[config.mk]
export PLATFORM = sky130hd
export DESIGN_NAME = ifu_fetch
export DESIGN_NICKNAME = d
export VERILOG_FILES = /design/src/rtl/ifu_fetch.sv
export SDC_FILE = /design/constraint.sdc
export NUM_CORES = 1
export LEC_CHECK = 0
export CAP_MARGIN = 40
export CORE_ASPECT_RATIO = 0.7
export CORE_MARGIN = 2
export CORE_UTILIZATION = 25
export DETAILED_ROUTE_END_ITERATION = 10
export HOLD_SLACK_MARGIN = 0.03
export SYNTH_ARGS = -nofsm -noshare
export SYNTH_HDL_FRONTEND = slang
export SYNTH_SLANG_ARGS = --single-unit
[constraint.sdc]
create_clock -name clk -period 12.8 [get_ports clk]
set_input_delay 3.84 -clock clk [delete_from_list [all_inputs] [get_ports clk]]
set_output_delay 3.84 -clock clk [all_outputs]
set_load 0.01 [all_outputs]
[src/rtl/ifu_fetch.sv]
// Instruction-fetch stage: boots the PC register, issues one instruction read per
// retired instruction, and hands the fetched word to decode over valid/ready.
module ifu_fetch #(
    parameter int XLEN        = 32,
    parameter bit ALIGN_CHECK = 1'b1,
    parameter int CNT_W       = 32
) (
    input  logic             clk,
    input  logic             rst,
    input  logic [XLEN-1:0]  pc_i,
    output logic             pc_wen,
    output logic             mem_arvalid,
    output logic [XLEN-1:0]  mem_araddr,
    input  logic             mem_arready,
    input  logic             mem_rvalid,
    input  logic [XLEN-1:0]  mem_rdata,
    input  logic [1:0]       mem_rresp,
    output logic             mem_rready,
    output logic             inst_valid,
    output logic [XLEN-1:0]  inst,
    output logic [XLEN-1:0]  inst_pc,
    output logic             inst_fault,
    input  logic             inst_ready,
    input  logic             commit,
    output logic [CNT_W-1:0] fetch_cnt
);

    typedef enum logic [2:0] {
        BOOT,
        REQ,
        RESP,
        OUT,
        WAIT_CMT,
        ADV
    } state_t;

    state_t           state;
    state_t           state_nxt;
    logic [XLEN-1:0]  araddr_q;
    logic [XLEN-1:0]  inst_q;
    logic [XLEN-1:0]  inst_pc_q;
    logic             fault_q;
    logic [CNT_W-1:0] cnt_q;
    logic             misaligned;

    assign misaligned = ALIGN_CHECK && (pc_i[1:0] != 2'b00);

    always_comb begin
        // NOTE: default assigned first so every path drives state_nxt and no latch is inferred.
        state_nxt = state;
        unique case (state)
            BOOT:     state_nxt = REQ;
            REQ: begin
                if (misaligned)       state_nxt = OUT;
                else if (mem_arready) state_nxt = RESP;
            end
            RESP:     if (mem_rvalid) state_nxt = RESP == state ? OUT : state;
            OUT:      if (inst_ready) state_nxt = commit ? ADV : WAIT_CMT;
            WAIT_CMT: if (commit)     state_nxt = ADV;
            ADV:      state_nxt = REQ;
            default:  state_nxt = BOOT;
        endcase
    end

    // The PC register only moves on pc_wen, so pc_i is steady for the whole REQ
    // stay and can be presented directly; araddr_q keeps it for RESP.
    assign mem_araddr  = (state == REQ) ? pc_i : araddr_q;
    assign mem_arvalid = (state == REQ) && !misaligned;
    assign mem_rready  = (state == RESP);
    assign inst_valid  = (state == OUT);
    assign inst_fault  = inst_valid && fault_q;
    assign inst        = inst_q;
    assign inst_pc     = inst_pc_q;
    assign fetch_cnt   = cnt_q;
    // BOOT is also the reset state, so the boot pulse is held off while rst is high.
    assign pc_wen      = (state == ADV) || ((state == BOOT) && !rst);

    always_ff @(posedge clk or posedge rst) begin
        if (rst) begin
            state     <= BOOT;
            araddr_q  <= '0;
            inst_q    <= '0;
            inst_pc_q <= '0;
            fault_q   <= 1'b0;
            cnt_q     <= '0;
        end else begin
            // NOTE: all registered state uses non-blocking assignments so every flop samples pre-edge values.
            state <= state_nxt;
            unique case (state)
                REQ: begin
                    araddr_q <= pc_i;
                    if (misaligned) begin
                        inst_q    <= '0;
                        inst_pc_q <= pc_i;
                        fault_q   <= 1'b1;
                    end
                end
                RESP: begin
                    if (mem_rvalid) begin
                        inst_q    <= mem_rdata;
                        inst_pc_q <= araddr_q;
                        fault_q   <= (mem_rresp != 2'b00);
                    end
                end
                OUT: begin
                    if (inst_ready) cnt_q <= cnt_q + CNT_W'(1);
                end
                default: ;
            endcase
        end
    end

`ifndef SYNTHESIS
    a_one_channel: assert property (@(posedge clk) disable iff (rst)
        !(mem_arvalid && mem_rready));
    a_pc_wen_pulse: assert property (@(posedge clk) disable iff (rst)
        pc_wen |=> !pc_wen);
`endif

endmodule

# After elaboration in Yosys (flattened, before gate mapping)

Index checks and enable logic that the tools add are counted.

Register bits after elaboration: 132
Input port bits: 72
Output and inout port bits: 133

Reductions and logical operators: 14
Eq/ne operators: 12
$add $sub $neg: 1
Mux-type cells: 18

Operators with widths:

| operator                | number |
|---|---|
| $mux W32                | 5 |
| $pmux W32 S2            | 2 |
| $add A32 B1 Y32 const B | 1 |
| $mux W3                 | 6 |
| $pmux W3 S5             | 1 |
| $eq A3 B2 Y1 const B    | 2 |
| $eq A3 B3 Y1 const B    | 2 |
| $ne A2 B2 Y1 const B    | 3 |
| $reduce_bool A2 Y1      | 3 |
| $reduce_and A5 Y1       | 1 |
| $ne A2 B1 Y1 const B    | 2 |
| $eq A2 B3 Y1 const A    | 1 |
| $eq A3 B1 Y1 const B    | 1 |
| $logic_and A1 B1 Y1     | 3 |
| $logic_not A3 Y1        | 1 |
| $mux W1                 | 3 |
| $ne A3 B3 Y1 const B    | 1 |
| $reduce_and A3 Y1       | 1 |
| $logic_not A1 Y1        | 2 |
| $pmux W1 S2             | 1 |
| $reduce_and A2 Y1       | 1 |
| $reduce_or A2 Y1        | 1 |
| $logic_or A1 B1 Y1      | 1 |

# Depth between registers and ports, before layout

Depth in word-level cells: 4
Depth in mapped cells: 7
Depth with buffers taken out: 4

# Worst setup path before layout

No wires, ideal clock.

Path kind: in2out
Start: input port rst
End: output port pc_wen
Arrival: 4.174 ns
Setup slack: 4.786 ns
Stages: 3
Path through: nor3_1 -> a21oi_1 -> nor2_1

Longest elaborated chain between the ends: 3

RTL lines:

| what                              | line | source |
|---|---|---|
| start: declaration                | 9    | `input logic rst,` |
| $logic_not A1 Y1 (no source line) | -    |  |
| $logic_and A1 B1 Y1               | 76   | `assign pc_wen = (state == ADV) \|\| ((state == BOOT) && !rst);` |
| $logic_or A1 B1 Y1                | 76   |  |
| end: declaration                  | 11   | `output logic pc_wen,` |

No other way between the ends.

# Worst setup path in the final report

Same ends and word-level chain as after synthesis.

==> results.yml <==
pwr:
  ir_drop_mv: 0.129
  p_per_area_nw_per_um2: 231
  p_total_uw: 1980
  p_leak_uw: 0.00354
clock_tree:
  cts.sinks: 132
  htree_num_levels: 4
  clk_latency_ns: 0.42
  cts_buffers: 17
  cts_buffer_depth: 2
  root_buffer: "clkbuf_16"
  cts_tree: "done"
  clk_pin_slew_worst_paths_ns: 0.06
  ctsResizeCount: 0
  cts_hold_buffers: 0
  post-cts-setup-buffer-count: 0
finish:
  final_area_um2: 8570
  drive_above_1_share: 0.107
  diodes: 0
  final_nets: 792
  syn2layout_area_growth_pct: 51.3
yosys:
  yosysUniqueCellTypes: 35
  synth_top_area_share: 0.583
  ys_seq_area_frac: 0.583
  yosys.area_share.simple: 0.148
  synth_edf_count: 0
  async_reset_ff_frac: 1.00
  synthAdderAreaFrac: 0.00221
  netlist_top_cells_area: "dfrtp_1, nand2_1, mux2_2"
  muxShareOfSynthArea: 0.120
  synth_top_family_by_area: "simple AND/OR/NAND/NOR gates"
  synth_xor_area_frac: 0.0480
  synth_seq_cells: 132
  avgSynthCellArea_um2: 10.9
  ys.flop_type: "dfrtp_1"
  synth_area_um2: 5660
  syn-instance-count: 521
  yosys_warnings: 0
  synth_nets: 594
  synth_top_cell_by_area: "dfrtp_1"
  synth_compound_area_frac: 0.0667
sta:
  hold_ws_ns: 0.470
  fin_setup_tns_ns: 0
  setup_viol: 0
  max_freq_mhz: 111
  min_period_ns: 9.03
  period_share: 0.706
  finClkSkew_ns: 0.00854
  drv_slew: 0
  relSlewSlack: 0.472
  rsz0062_at_grt: "no"
  tightest_slew_ns: 0.792
  hold_viol_final: 0
routing:
  drt_iter0_markers: 153
  finalWirelength_mm: 15.8
  vias: 4439
  routedWlPerCell_um: 15.5
  vias_per_cell: 4.37
  drtAntennaViolNets: 0
  remaining_drc_errors: 0
  dr.pass1.iters: 5
critical_path:
  crit_path_max_fanout: 2
  crit_type: "in -> out"
  crit_chain: "clkdlybuf4s50_1 > nor3_1 > a21oi_1 > nor2_1 > clkdlybuf4s50_1"
  critPathTopFamily: "buffers and inverters"
  start_kind: "input port"
  endpoint_kind: "output pin"
  arrival_ns: 5.19
  critPathSlowestCell: "clkdlybuf4s50_1"
  crit_top_cell: "clkdlybuf4s50_1"
  path_buf_inv: 2
  required_ns: 8.96
  cpPeakStageDelay_ns: 0.54
outcome:
  status: "complete, no violations"
job:
  cap_violations: 0
floorplanning:
  core_um2: 22400
  ioPinCount: 205
  fp.dieArea_um2: 23900
  rows: 46
  die_w_um: 184
  die_h_um: 130
  initial_core_util: 0.252
place:
  routabilityCongestion: 0.696
  postPlaceCellArea_um2: 8020
  io_buffer_count: 204
  dp_hpwl_mm: 11.0
grt:
  antenna_found_initial: 0
  grtUsageMet3: 0.0692
  grtUsageTotal: 0.138
  met2_usage: 0.199
  grt_pass1_vias: 4430
  busiest_layer: "met2"
  grt_max_degree: 67
  grt.met1_usage: 0.177
  grt_overflow_total: 0
  grt_pass1_wl_mm: 25.0
worst_hold_path:
  hold_path_class: "reg -> reg"
[final cells by class]
cell class / count / area [um2]
tap: 288 / 360
multi-input combinational: 347 / 2200
timing repair buffer: 211 / 2110
fill: 2234 / 13900
sequential: 132 / 3300
inverter: 10 / 42.5
clock inverter: 4 / 50.0
clock buffer: 23 / 498
[report_power, final]
| part | total [uW] | switching, uW | leakage (uW) | internal, uW |
|---|---|---|---|---|
| Clock | 460 | 173 | 0.000265 | 287 |
| Sequential | 659 | 92.3 | 0.00166 | 567 |
| Combinational | 863 | 408 | 0.00162 | 455 |
[path summary, 6_finish.rpt]
kind	startpoint	to	slack, ns	cells past startpoint
max	rst	pc_wen	3.77	5
min	fetch_cnt[31]$_DFFE_PP0P_	fetch_cnt[31]$_DFFE_PP0P_	0.47	1
max reg2reg	state[0]$_DFFE_PP0P_	inst_pc[12]$_DFFE_PP0P_	9.75	6
min reg2reg	fetch_cnt[31]$_DFFE_PP0P_	fetch_cnt[31]$_DFFE_PP0P_	0.47	1
max in group asynchronous	rst	fetch_cnt[14]$_DFFE_PP0P_	7.81	4
min in group asynchronous	rst	inst[21]$_DFFE_PP0P_	3.88	2
[per-stage QoR]
step | util | std cells | setup WS, ns
final | 0.382 | 1015 | 3.77
after global routing | 0.382 | 1015 | 3.67
after CTS | 0.382 | 1015 | 3.77
after detailed placement | 0.357 | 988 | 3.76
after global placement | 0.356 | 987 | 3.75
after floorplan | - | 521 | 4.79
[cells in the final DEF (no fill, tap or decap), types with 5 or more instances in the layout]
cell / count
nand3_1: 11
mux2_2: 32
clkdlybuf4s50_1: 204
nor3_1: 11
xor2_1: 19
inv_1: 9
nor4_1: 8
a21oi_1: 5
mux2i_1: 32
xnor2_1: 12
clkbuf_16: 17
dfrtp_1: 132
buf_4: 6
clkbuf_8: 5
nor2_1: 9
nand2_1: 113
o21ai_0: 66
[metal layers]
metal / up-vias / routed length (um)
met5: - / 0
met4: 0 / 174
met3: 11 / 1640
met2: 159 / 6620
met1: 2107 / 7340
li1: 2162 / -
[sequential cells by signal, summed over array words and instances (netlist names)]
| register | count |
|---|---|
| araddr_q | 32 |
| fetch_cnt | 32 |
| inst | 32 |
| inst_pc | 32 |
| state | 3 |
| fault_q | 1 |
[cell usage after synthesis (all sizes together), types with 2 or more instances]
master and n:
dfrtp 132, nand2 113, o21ai 66, mux2 32, mux2i 32, clkbuf 26
xor2 19, nor4 12, xnor2 12, nand3 11, nor3 11, inv 10
nor2 9, buf 6, a21oi 5, nand4 4, or2 4, or4 3
and3 2, nor3b 2
[cell families (layout without fill, tap and decap cells)]
kind of cell	Yosys count	after routing
compound gates	74	74
xor+xnor	31	31
fa+ha+maj	1	1
buf+inv	42	248
flops	132	132
mux	64	64
simple gates	177	177
[worst reg2reg max path, delay by kind of cell (launching register included)]
| kind | cells | cell delay [ns] |
|---|---|---|
| AOI/OAI and AO/OA | 2 | 0.76 |
| buffers and inverters | 3 | 1.36 |
| DFF | 1 | 0.55 |
| and+or+nand+nor | 1 | 0.24 |
(Power assumes the default switching activity.)
